--- src/rtl/or1200_vlx_rd.sv ---
// OR1200 VLX variable-length bit reader: fetches bytes, removes JPEG 0xFF00
// stuffing, and serves 0..16-bit get-bit requests from an MSB-aligned buffer.
module or1200_vlx_rd (
    input  logic        clk_i,
    input  logic        rst_i,
    input  logic        get_bit_op_i,
    input  logic [4:0]  num_bits_to_read_i,
    output logic [31:0] bits_o,
    output logic        stall_cpu_o,
    input  logic        spr_cs,
    input  logic        spr_write,
    input  logic [1:0]  spr_addr,
    input  logic [31:0] spr_dat_i,
    output logic [31:0] spr_dat_o,
    output logic [31:0] vlx_addr_o,
    output logic        load_byte_o,
    input  logic        ack_i,
    input  logic [7:0]  dat_i
);

    typedef enum logic [1:0] {
        ST_IDLE   = 2'd0,
        ST_REQ    = 2'd1,
        ST_FF_REQ = 2'd2,
        ST_DRAIN  = 2'd3
    } state_e;

    state_e      state_q, state_d;
    logic [31:0] bitbuf_q, bitbuf_d;
    logic [5:0]  cnt_q, cnt_d;
    logic [31:0] addr_q, addr_d;
    logic        en_q, en_d;
    logic        marker_q, marker_d;

    logic [4:0]  n_s;
    logic        spr_wr_s;
    logic        addr_wr_s;
    logic        clr_s;
    logic        short_s;
    logic        stall_s;
    logic        consume_s;
    logic        append_s;
    logic [5:0]  shamt_s;
    logic [31:0] peek_s;
    logic [31:0] base_buf_s;
    logic [5:0]  base_cnt_s;
    logic [6:0]  sum_s;

    // Get-bit request decode: clamp N, stall/consume decision, peeked bits
    always_comb begin
        n_s       = (num_bits_to_read_i > 5'd16) ? 5'd16 : num_bits_to_read_i;
        spr_wr_s  = spr_cs & spr_write;
        short_s   = ({1'b0, n_s} > cnt_q);
        stall_s   = get_bit_op_i & short_s & ~marker_q & ~spr_wr_s;
        consume_s = get_bit_op_i & ~spr_wr_s & (~short_s | marker_q);
        shamt_s   = 6'd32 - {1'b0, n_s};
        if (n_s == 5'd0) begin
            peek_s = 32'd0;
        end else begin
            peek_s = bitbuf_q >> shamt_s;
        end
    end

    assign stall_cpu_o = stall_s;
    assign bits_o      = (get_bit_op_i & ~stall_s) ? peek_s : 32'd0;
    assign load_byte_o = (state_q != ST_IDLE);
    assign vlx_addr_o  = addr_q;

    // SPR read mux
    always_comb begin
        case (spr_addr)
            2'd0:    spr_dat_o = {22'd0, marker_q, en_q, 1'b0, 1'b0, cnt_q};
            2'd1:    spr_dat_o = bitbuf_q;
            2'd2:    spr_dat_o = addr_q;
            2'd3:    spr_dat_o = 32'd0;
            default: spr_dat_o = 32'd0;
        endcase
    end

    // Next-state: SPR effects, consume, fetch FSM and byte append
    always_comb begin
        state_d   = state_q;
        addr_d    = addr_q;
        en_d      = en_q;
        marker_d  = marker_q;
        append_s  = 1'b0;
        addr_wr_s = spr_wr_s & (spr_addr == 2'd2);
        clr_s     = spr_wr_s & (((spr_addr == 2'd0) & spr_dat_i[0]) | (spr_addr == 2'd2));

        // Marker padding: a short consume simply empties the buffer.
        if (consume_s) begin
            base_buf_s = bitbuf_q << n_s;
            base_cnt_s = short_s ? 6'd0 : (cnt_q - {1'b0, n_s});
        end else begin
            base_buf_s = bitbuf_q;
            base_cnt_s = cnt_q;
        end

        if (clr_s) begin
            base_buf_s = 32'd0;
            base_cnt_s = 6'd0;
            marker_d   = 1'b0;
        end else begin
            marker_d   = marker_q;
        end

        if (addr_wr_s) begin
            addr_d = spr_dat_i;
            en_d   = 1'b1;
        end else if (spr_wr_s & (spr_addr == 2'd3) & ~spr_dat_i[0]) begin
            en_d   = 1'b0;
        end else begin
            en_d   = en_q;
        end

        case (state_q)
            ST_IDLE: begin
                if (en_q & ~marker_q & (cnt_q <= 6'd24)) begin
                    state_d = ST_REQ;
                end else begin
                    state_d = ST_IDLE;
                end
            end
            ST_REQ: begin
                // An address rewrite orphans the outstanding request.
                if (addr_wr_s) begin
                    state_d = ack_i ? ST_IDLE : ST_DRAIN;
                end else if (ack_i) begin
                    addr_d   = addr_q + 32'd1;
                    append_s = 1'b1;
                    state_d  = (dat_i == 8'hFF) ? ST_FF_REQ : ST_IDLE;
                end else begin
                    state_d = ST_REQ;
                end
            end
            ST_FF_REQ: begin
                if (addr_wr_s) begin
                    state_d = ack_i ? ST_IDLE : ST_DRAIN;
                end else if (ack_i) begin
                    addr_d  = addr_q + 32'd1;
                    state_d = ST_IDLE;
                    if (dat_i != 8'h00) begin
                        marker_d = 1'b1;
                    end else begin
                        marker_d = marker_q;
                    end
                end else begin
                    state_d = ST_FF_REQ;
                end
            end
            ST_DRAIN: begin
                if (ack_i) begin
                    state_d = ST_IDLE;
                end else begin
                    state_d = ST_DRAIN;
                end
            end
            default: state_d = ST_IDLE;
        endcase

        sum_s = {1'b0, base_cnt_s} + 7'd8;
        if (append_s) begin
            bitbuf_d = base_buf_s | ({dat_i, 24'd0} >> base_cnt_s);
            cnt_d    = (sum_s > 7'd32) ? 6'd32 : sum_s[5:0];
        end else begin
            bitbuf_d = base_buf_s;
            cnt_d    = base_cnt_s;
        end
    end

    // State registers with synchronous reset
    always_ff @(posedge clk_i) begin
        if (rst_i) begin
            state_q  <= ST_IDLE;
            bitbuf_q <= 32'd0;
            cnt_q    <= 6'd0;
            addr_q   <= 32'd0;
            en_q     <= 1'b0;
            marker_q <= 1'b0;
        end else begin
            state_q  <= state_d;
            bitbuf_q <= bitbuf_d;
            cnt_q    <= cnt_d;
            addr_q   <= addr_d;
            en_q     <= en_d;
            marker_q <= marker_d;
        end
    end

endmodule

--- config.mk ---
export PLATFORM = sky130hd
export DESIGN_NAME = or1200_vlx_rd
export DESIGN_NICKNAME = d
export VERILOG_FILES = /design/src/rtl/or1200_vlx_rd.sv
export SDC_FILE = /design/constraint.sdc
export NUM_CORES = 1
export LEC_CHECK = 0
export ABC_CLOCK_PERIOD_IN_PS = 5700
export BUFFER_PORTS_ARGS = -buffer_cell sky130_fd_sc_hd__buf_2
export CAP_MARGIN = 30
export CORE_MARGIN = 3
export CORE_UTILIZATION = 50
export DETAILED_ROUTE_END_ITERATION = 10
export PLACE_DENSITY = 0.86
export REMOVE_ABC_BUFFERS = 1
export SLEW_MARGIN = 25
export SYNTH_ARGS = -nofsm -noshare
export SYNTH_HDL_FRONTEND = slang
export SYNTH_SLANG_ARGS = --single-unit
export TNS_END_PERCENT = 5
--- constraint.sdc ---
create_clock -name clk_i -period 5.7 [get_ports clk_i]
set_input_delay 1.425 -clock clk_i [delete_from_list [all_inputs] [get_ports clk_i]]
set_output_delay 1.425 -clock clk_i [all_outputs]
set_load 0.1 [all_outputs]
==> metrics, run 1 <==
worst hold path class=reg2reg; Final ANT Viol Nets=0; CP arrival=4110 ps; Pre-antenna DRT Iters=6; simple-gate portion of the synthesized area=0.206; IO buf count=150; unrepaired setup endpoints after global routing=no; Post-DP Area=roughly 0.0098 sq mm; IO Pins=151; largest family of logic cells by synthesized area=compound AO/OA/AOI/OAI gates; synth unique cells=80; Synth Instances=1,072; Longest Clk Path Bufs=2; H-tree depth=3; Clk pin slew, worst setup/hold paths=60 ps; CP Class=in2out; Final Critical Period=approximately 5500 ps; outcome=completed; clock root buffer=clkbuf_16; YS warnings=0; Final Core Density=0.634; async set-reset flop share out of synthesis=0; Final period util=0.971; CTS tree=built; Initial Utilization=0.515; EDFF count, synth=0; CP Launch Type=input pin; die width=between 100 and 150 um; layout net count=1,262; Max Cap Violations=0; Primary FF master, synth=dfxtp_1; Reg area=0.00148 sq mm; # DRC=0; number of fill cells=around 1,400; Post-Synth XOR/XNOR Area=0.0338; largest net degree at the start of global routing=67; first-pass GRT wire length=approximately 48 mm; die area=around 0.018 sq mm; # diodes=0; Area Growth Syn to Fin=23.0%; Routed WL=just over 30 mm; gpl congestion=between 1 and 1.5; vias in the first global route=8,810; Adder-Cell Fraction of Synth Area=0.0237; Slew Viols, Final=0; ordered cell list for the critical path=buf_2, nand2b_4, inv_1, ha_1, fa_1, nand2b_1, a21bo_1, a31o_2, nor2_2, nand2_2, nor3b_1, buf_12; vias post-DR=between 9,000 and 10,000; syn_area_per_cell=7.69 sq um; Worst slew margin=0.439; Leak Pwr=between 4 and 5 nW; number of DRC markers in iteration 0=roughly 1,200; slowest CP cell=fa_1; crit-path max cell delay=~400 ps; fmax=about 180 MHz; Hold Buf Count CTS=0; ratio of cells with drive above 1 in the final layout=0.226; post-route cell area=0.0101 sq mm; gr usage total=0.326; flops & latches, synth=74; Least-Margin Pin Slew=about 840 ps; Routed wire per std cell=21.9 um; CTS sink cnt=74; CP required=4280 ps; CP Capture Type=output port; post-DP HPWL=around 23 mm; fraction of synthesized area in multiplexers=0.227; leading cell type in the layout, fill and taps excluded=mux2i_1; Num CTS Buffers=9; gr ovfl total=0; complex-gate fraction of the synthesized area=0.274; Pwr Density=roughly 230 mW/mm^2; worst-skew pair later-pin latency=roughly 340 ps; most frequent cells in the layout=mux2i_1 (140), buf_2 (119), nand2_1 (109); Final Hold Fails=0; Vias/cell=6.77; Core Box Area=0.0160 sq mm; Setup violations, final=0; sequential cell area fraction in the yosys report=0.180; multi-input logic area=~0.0063 sq mm; Cell Area, Synth=~0.0082 sq mm; site row count=46; clk_skew=about 6.7 ps; Peak VDD IR=between 0.2 and 0.25 mV; Max FO, Critical Path=10; Die Y=134 um; initial antenna violation count=0
## cell usage after synthesis, types with 10 or more instances
master,number,area share
mux2i_1,140,0.17
nand2_1,110,0.050
nor2_1,103,0.047
o21ai_0,75,0.046
dfxtp_1,74,0.18
clkbuf_1,57,0.026
a211oi_1,44,0.040
a22o_1,37,0.039
a21oi_1,31,0.019
nand3_1,31,0.019
xor2_1,21,0.022
inv_1,20,0.0091
buf_2,18,0.011
mux4_2,18,0.049
o211ai_1,17,0.015
or3_1,16,0.012
nand4_1,15,0.011
and3_1,14,0.011
ha_1,14,0.021
a31oi_1,13,0.0099
buf_1,13,0.0059
and2_1,11,0.0083
nor3_1,11,0.0067
a311oi_1,10,0.011
o221ai_1,10,0.011
## per-stage QoR
stage / TNS [ps] / cells / setup WS, ps / power, mW / hold slack [ps]
2_1_floorplan: -143020 / 981 / -4770 / 1.31 / 455
3_3_place_gp: 0 / 1397 / 98.6 / 1.68 / 499
3_5_place_dp: 0 / 1397 / 3.38 / 1.69 / 508
4_1_cts: 0 / 1412 / 74.6 / 2.31 / 516
5_1_grt: 0 / 1414 / 6.10 / 2.43 / 550
6_report: 0 / 1414 / 167 / 2.35 / 523
## registers in the layout, indices dropped and copies added, names as in the netlist
signal      cells
bitbuf_q       32
cnt_q           6
en_q            1
marker_q        1
state_q         2
vlx_addr_o     32
## final timing paths
path,startpoint,end,slack (ps),cells after the start
hold / removal,en_q,en_q,520,2
setup reg to reg,cnt_q[0],bitbuf_q[10],1800,13
setup / recovery,num_bits_to_read_i[4],bits_o[28],170,12
hold reg to reg,en_q,en_q,520,2
## power breakdown
part / leakage [nW] / total [mW] / internal, mW / switching, mW
registers: 0.600 / 0.589 / 0.542 / 0.0469
clock network: 0.154 / 0.630 / 0.405 / 0.225
logic: 3.43 / 1.13 / 0.354 / 0.778
## repair_timing
action                                 in CTS  in global routing
buffers inserted                            0                  2
resized for setup                           1                  4
endpoints found under the hold margin       0                  0
gates cloned                                0                  0
setup endpoints to repair                   2                  4
## logic make-up (layout without fill, tap and decap cells)
| group | count (synthesis) | in the layout |
|---|---|---|
| AO/OA/AOI/OAI | 319 | 319 |
| AND/OR/NAND/NOR | 355 | 355 |
| XOR/XNOR | 31 | 31 |
| flip-flops | 74 | 74 |
| adder cells (fa/ha/maj) | 15 | 15 |
| buffers and inverters | 114 | 240 |
| multiplexers | 164 | 164 |
## layer usage
| layer | global-route usage | vias to the layer above | part of all wire |
|---|---|---|---|
| li1 | - | 4303 | - |
| met1 | 0.428 | 4487 | 0.40 |
| met4 | 0.132 | 0 | 0.041 |
| met3 | 0.0713 | 107 | 0.11 |
| met5 | 0 | - | 0 |
| met2 | 0.523 | 672 | 0.45 |
## worst max-delay path, delay by kind of cell
| kind | cells | cell delay [ps] |
|---|---|---|
| and+or+nand+nor | 5 | 1100 |
| AOI/OAI and AO/OA | 2 | 500 |
| adders and majority gates | 2 | 610 |
| buffers and inverters | 3 | 470 |
## area by class of cell
cell class,count,area share
multi-input combinational,884,0.626
timing repair buffer,202,0.161
sequential,74,0.146
tap,216,0.0266
clock buffer,11,0.0249
inverter,23,0.00851
clock inverter,4,0.00740
Note: power is estimated with default switching activity, not from simulation.
==> inputs of run 2 (changes only) <==
--- a/config.mk
+++ b/config.mk
@@ -8,10 +8,12 @@
 export ABC_CLOCK_PERIOD_IN_PS = 5700
 export BUFFER_PORTS_ARGS = -buffer_cell sky130_fd_sc_hd__buf_2
 export CAP_MARGIN = 30
+export CELL_PAD_IN_SITES_DETAIL_PLACEMENT = 0
+export CELL_PAD_IN_SITES_GLOBAL_PLACEMENT = 2
 export CORE_MARGIN = 3
-export CORE_UTILIZATION = 50
+export CORE_UTILIZATION = 30
 export DETAILED_ROUTE_END_ITERATION = 10
-export PLACE_DENSITY = 0.86
+export PLACE_DENSITY = 0.89
 export REMOVE_ABC_BUFFERS = 1
 export SLEW_MARGIN = 25
 export SYNTH_ARGS = -nofsm -noshare
==> run 2 against run 1 <==
Against the previous run: fmax is 0.14% lower; highest routed layer is now met5; largest cell class unchanged; combinational power hardly changed; critical path type unchanged; global-route usage is 10 points lower.
==> metrics, run 2 (synthesized netlist as in run 1, its figures left out) <==
first-pass GRT wire length=51.7 mm (was 47.6 mm); Max Cap Violations=0 (unchanged); Fin Setup TNS=0 ps (unchanged); outcome=completed (unchanged); Setup violations, final=0 (unchanged); Clk pin slew, worst setup/hold paths=60 ps (about the same); met2 Usage GRT=0.347 (was 0.523); ratio of cells with drive above 1 in the final layout=0.227 (was 0.226); # DRC=0 (unchanged); Switching Share=0.457 (was 0.447); Final ANT Viol Nets=0 (unchanged); Longest Clk Path Bufs=2 (unchanged); Core Box Area=0.0270 sq mm (was 0.0160 sq mm); fmax=180 MHz (was 181 MHz); Area Growth Syn to Fin=24.7% (was 23.0%); Pwr Density=225 mW/mm^2 (was 232 mW/mm^2); vias in the first global route=9,002 (was 8,810); CTS tree=built (unchanged); CP Capture Type=output port (unchanged); die width=172 um (was 134 um); Vias/cell=6.04 (was 6.77); Die Y=172 um (was 134 um); initial antenna violation count=1 (was 0); IO Pins=151 (unchanged); HP Start=en_q (unchanged); worst hold path stage count=2 (unchanged); vias post-DR=9,315 (was 9,569); M3 GR Usage=0.0450 (was 0.0713); Crit path max-delay family=simple AND/OR/NAND/NOR gates (unchanged); slowest CP cell=fa_1 (unchanged); ordered cell list for the critical path=buf_2, nand2b_2, clkinv_1, ha_1, fa_1, nand2b_1, a21bo_1, a31o_2, nor2_2, nand2_2, nor4_1, buf_4, buf_12 (was buf_2, nand2b_4, inv_1, ha_1, fa_1, nand2b_1, a21bo_1, a31o_2, nor2_2, nand2_2, nor3b_1, buf_12); Int Power=1.26 mW (was 1.30 mW); largest net degree at the start of global routing=67 (unchanged); gr usage total=0.222 (was 0.326); CP Class=in2out (unchanged); site row count=60 (was 46); WP buf/inv=4 (was 3); gr ovfl total=0 (unchanged); Clk network pwr share=0.254 (was 0.268); Worst slew margin=0.449 (was 0.439); Leak Pwr=4.17 nW (was 4.18 nW); most frequent cells in the layout=mux2i_1 (140), buf_2 (118), nand2_1 (109) (was mux2i_1 (140), buf_2 (119), nand2_1 (109)); Routed wire per std cell=22.0 um (was 21.9 um); CP Launch Type=input pin (unchanged); Slew Viols, Final=0 (unchanged); Initial Utilization=0.306 (was 0.515); unrepaired setup endpoints after global routing=no (unchanged); Switching Power=1.06 mW (was 1.05 mW); Num CTS Buffers=9 (unchanged); Worst Reg-to-Reg Cells=11 (was 13); # diodes=0 (unchanged); worst hold slack=505 ps (was 523 ps); Peak VDD IR=0.151 mV (was 0.201 mV); Least-Margin Pin Slew=827 ps (was 842 ps); worst-skew pair later-pin latency=350 ps (was 340 ps); Hold Buf Count CTS=0 (unchanged); Routed WL=34.0 mm (was 30.9 mm); layout net count=1,264 (was 1,262); reg2reg start=cnt_q[0] (unchanged); H-tree depth=3 (unchanged); CTS sink cnt=74 (unchanged); Comb pwr share=0.486 (was 0.481); IO buf count=150 (unchanged); gpl congestion=0.953 (was 1.00); Final period util=0.972 (was 0.971); leading cell type in the layout, fill and taps excluded=mux2i_1 (unchanged); die area=0.0295 sq mm (was 0.0181 sq mm); clk_skew=4.18 ps (was 6.68 ps); power consumption=2.31 mW (was 2.35 mW); post-DP HPWL=25.7 mm (was 23.2 mm); R2R Path End=bitbuf_q[16] (was bitbuf_q[10]); Final Hold Fails=0 (unchanged); Final Critical Period=5540 ps (was 5530 ps); clock root buffer=clkbuf_16 (unchanged); CP required=4280 ps (about the same); Pre-antenna DRT Iters=6 (unchanged); Max FO, Critical Path=7 (was 10); reg2reg setup slack=1670 ps (was 1800 ps); CP arrival=4120 ps (was 4110 ps); GR Util met1=0.305 (was 0.428); worst hold path class=reg2reg (unchanged); number of DRC markers in iteration 0=1,000 (was 1,161); crit-path max cell delay=400 ps (about the same); Hold Crit Endpoint=en_q (unchanged); sequential power share=0.259 (was 0.251); gr busiest metal=met2 (unchanged)
==> run 2: worst max path at each step <==
stage,start,endpoint,cells after the start
finish,num_bits_to_read_i[4],bits_o[30],13
global placement,num_bits_to_read_i[4],bits_o[30],13
CTS,num_bits_to_read_i[4],bits_o[30],13
floorplan,num_bits_to_read_i[4],bits_o[30],10
detailed placement,num_bits_to_read_i[4],bits_o[30],13
global route,num_bits_to_read_i[4],bits_o[30],13
==> run 2: worst register-to-register path: cells and delay by family (launching register included) <==
kind	cells	cell delay, ps
compound gates	6	2150
fa+ha+maj	2	650
flops	1	440
mux	1	350
simple gates	1	200
buf+inv	1	150
==> run 2: per-stage QoR <==
| step | setup slack [ps] | cell area [sq um] | util | cells |
|---|---|---|---|---|
| floorplan | -4770 | 7870 | - | 981 |
| finish | 160 | 10300 | 0.381 | 1542 |
| global route | 33.3 | 10300 | 0.381 | 1542 |
| detailed placement | 112 | 9950 | 0.369 | 1525 |
| CTS | 91.5 | 10300 | 0.381 | 1541 |
| global placement | 198 | 9950 | 0.369 | 1525 |
==> run 2: repair_timing <==
item / 4_1_cts / 5_1_grt
buffers inserted: 0 / 0
hold endpoints to repair: 0 / 0
gates resized for setup: 0 / 3
setup endpoints to repair: 0 / 4
==> run 2: per-layer routing <==
layer / share of wire / vias to the layer above
li1: - / 4310
met1: 0.44 / 4468
met2: 0.45 / 453
met3: 0.081 / 82
met4: 0.032 / 2
met5: 0.00038 / -
==> run 2: power by group through the flow <==
stage               Sequential (mW)  Clock, mW  Combinational, mW
floorplan                     0.636          0              0.670
global placement              0.608          0               1.10
detailed placement            0.607          0               1.10
CTS                           0.596      0.597               1.10
global route                  0.600      0.617               1.20
finish                        0.599      0.588               1.12
==> run 2: final cells by class <==
type                    instances  area (sq um)
clock inverters                 5          52.6
flip-flops and latches         74          1480
repair buffers                204          1650
multi-input cells             884          6330
clock buffers                  11           253
fillers                      2842         16700
well taps                     341           427
inverters                      23          86.3
==> inputs of run 3 (changes only) <==
--- a/config.mk
+++ b/config.mk
@@ -6,7 +6,7 @@
 export NUM_CORES = 1
 export LEC_CHECK = 0
 export ABC_CLOCK_PERIOD_IN_PS = 5700
-export BUFFER_PORTS_ARGS = -buffer_cell sky130_fd_sc_hd__buf_2
+export BUFFER_PORTS_ARGS = -buffer_cell sky130_fd_sc_hd__buf_4
 export CAP_MARGIN = 30
 export CELL_PAD_IN_SITES_DETAIL_PLACEMENT = 0
 export CELL_PAD_IN_SITES_GLOBAL_PLACEMENT = 2
==> run 3 against run 2 <==
Against the previous run: register-to-register slack lost 90 ps; die area is the same; fmax grew 1.4%; sequential share of layout area grew 0.27 points; clock skew grew 1.4 ps; first-iteration DRC count grew 3.8%; non-clock buffer count shrank 17; worst hold slack gained 4.4 ps; cell area shrank 1.8%; clock power grew 6.1%; via count shrank 1.3%; clock-buffer cell count shrank 1; critical endpoint unchanged; largest power group unchanged; highest routed layer is now met4.
==> metrics, run 3 (synthesized netlist as in run 1, its figures left out) <==
outcome=completed (unchanged); GR Util met1=0.321 (was 0.305); gr usage total=0.223 (was 0.222); Slew Viols, Final=0 (unchanged); CP Class=in2out (unchanged); post-route cell area=0.0101 sq mm (was 0.0103 sq mm); post-DP HPWL=25.7 mm (about the same); Final Critical Period=5470 ps (was 5540 ps); largest net degree at the start of global routing=67 (unchanged); gr busiest metal=met2 (unchanged); most frequent cells in the layout=buf_4 (183), mux2i_1 (140), nand2_1 (109) (was mux2i_1 (140), buf_2 (118), nand2_1 (109)); first-pass GRT wire length=51.8 mm (was 51.7 mm); # DRC=0 (unchanged); worst hold slack=509 ps (was 505 ps); clock root buffer=clkbuf_16 (unchanged); die area=0.0295 sq mm (unchanged); leading cell type in the layout, fill and taps excluded=buf_4 (was mux2i_1); IO Pins=151 (unchanged); gpl congestion=0.900 (was 0.953); vias post-DR=9,190 (was 9,315); gr ovfl total=0 (unchanged); met2 Usage GRT=0.347 (about the same); layout net count=1,247 (was 1,264); postcts setup bufs=0 (unchanged); Routed WL=34.0 mm (about the same); Die Y=172 um (unchanged); Post-DP Area=0.00975 sq mm (was 0.00995 sq mm); H-tree depth=3 (unchanged); Core Box Area=0.0270 sq mm (unchanged); worst hold path class=reg2reg (unchanged); Leak Pwr=4.06 nW (was 4.17 nW); Fin Setup TNS=0 ps (unchanged); Final period util=0.959 (was 0.972); CP arrival=4040 ps (was 4120 ps); Num CTS Buffers=9 (unchanged); Final ANT Viol Nets=0 (unchanged); ratio of cells with drive above 1 in the final layout=0.215 (was 0.227); Final Core Density=0.374 (was 0.381); Max FO, Critical Path=8 (was 7); Longest Clk Path Bufs=2 (unchanged); Clk pin slew, worst setup/hold paths=60 ps (about the same); vias in the first global route=8,632 (was 9,002); CP required=4280 ps (about the same); unrepaired setup endpoints after global routing=no (unchanged); R2R Path End=bitbuf_q[24] (was bitbuf_q[16]); number of fill cells=2,827 (was 2,842); HP Start=en_q (unchanged); Worst Reg-to-Reg Cells=12 (was 11); reg2reg start=cnt_q[0] (unchanged); Final Hold Fails=0 (unchanged); Hold Crit Endpoint=en_q (unchanged); Setup violations, final=0 (unchanged); Area Growth Syn to Fin=22.4% (was 24.7%); site row count=60 (unchanged); initial antenna violation count=0 (was 1); Reg area=0.00148 sq mm (unchanged); Hold Buf Count CTS=0 (unchanged); CP Capture Type=output port (unchanged); Initial Utilization=0.306 (unchanged); reg2reg setup slack=1580 ps (was 1670 ps); clk_skew=5.62 ps (was 4.18 ps); CTS sink cnt=74 (unchanged); CP Launch Type=input pin (unchanged); Pwr Density=231 mW/mm^2 (was 225 mW/mm^2); multi-input logic area=0.00633 sq mm (about the same); fmax=183 MHz (was 180 MHz); Routed wire per std cell=22.3 um (was 22.0 um); worst hold path stage count=2 (unchanged); Least-Margin Pin Slew=861 ps (was 827 ps); power consumption=2.33 mW (was 2.31 mW); Vias/cell=6.03 (was 6.04); Worst slew margin=0.426 (was 0.449); Peak VDD IR=0.151 mV (about the same); worst-skew pair later-pin latency=340 ps (was 350 ps); die width=172 um (unchanged); Post-CTS Resized=0 (unchanged); CTS tree=built (unchanged); M3 GR Usage=0.0352 (was 0.0450); # diodes=0 (unchanged); Pre-antenna DRT Iters=5 (was 6); Max Cap Violations=0 (unchanged); number of DRC markers in iteration 0=1,038 (was 1,000); IO buf count=150 (unchanged)
-- run 3: cell count changes in the layout (fill, tap and decap cells not counted), sizes merged --
| cell | before | now |
|---|---|---|
| clkbuf | 12 | 10 |
| clkinv | 4 | 3 |
| bufinv | 1 | 2 |
| inv | 22 | 23 |
| buf | 203 | 187 |
-- run 3: where the power goes --
part | internal (mW) | switching (mW) | total, mW
registers | 0.542 | 0.0571 | 0.599
clock network | 0.385 | 0.239 | 0.624
logic | 0.346 | 0.759 | 1.11
total | 1.27 | 1.06 | 2.33
-- run 3: worst max path at each step --
stage                     startpoint          to  slack (ps)  cells past startpoint
2_1_floorplan  num_bits_to_read_i[4]  bits_o[30]       -4770                     10
3_3_place_gp   num_bits_to_read_i[1]  bits_o[31]         220                     12
3_5_place_dp   num_bits_to_read_i[4]  bits_o[31]         150                     12
4_1_cts        num_bits_to_read_i[4]  bits_o[31]         140                     12
5_1_grt        num_bits_to_read_i[4]  bits_o[14]           6                     12
6_report       num_bits_to_read_i[4]  bits_o[30]         230                     12
-- run 3: routing by layer --
layer  vias up  wire (um)  part of all wire
li1       4272          -                 -
met5         -          0                 0
met3        65       2740             0.080
met4         0        777             0.023
met2       474      15200              0.45
met1      4379      15300              0.45
-- run 3: cell type report --
class / instances / share of cell area
Clock buffer: 10 / 0.0227
Clock inverter: 6 / 0.00893
Multi-Input combinational cell: 884 / 0.628
Tap cell: 341 / 0.0423
Sequential cell: 74 / 0.147
Inverter: 23 / 0.00856
Timing Repair Buffer: 187 / 0.143
-- run 3: critical path, cell delays in order --
cell      delay (ps)
buf_4            130
nand2b_2         160
clkinv_1         100
ha_1             230
fa_1             410
nand2b_1         190
a21bo_1          190
a31o_2           290
nor2_1           170
nand2_2          140
nor4_2           270
buf_4            330
-- run 3: per-stage QoR --
stage	cells	setup slack [ps]
after detailed placement	1509	147
after CTS	1525	136
final	1525	234
after global routing	1525	6.29
after global placement	1509	221
after floorplan	981	-4770
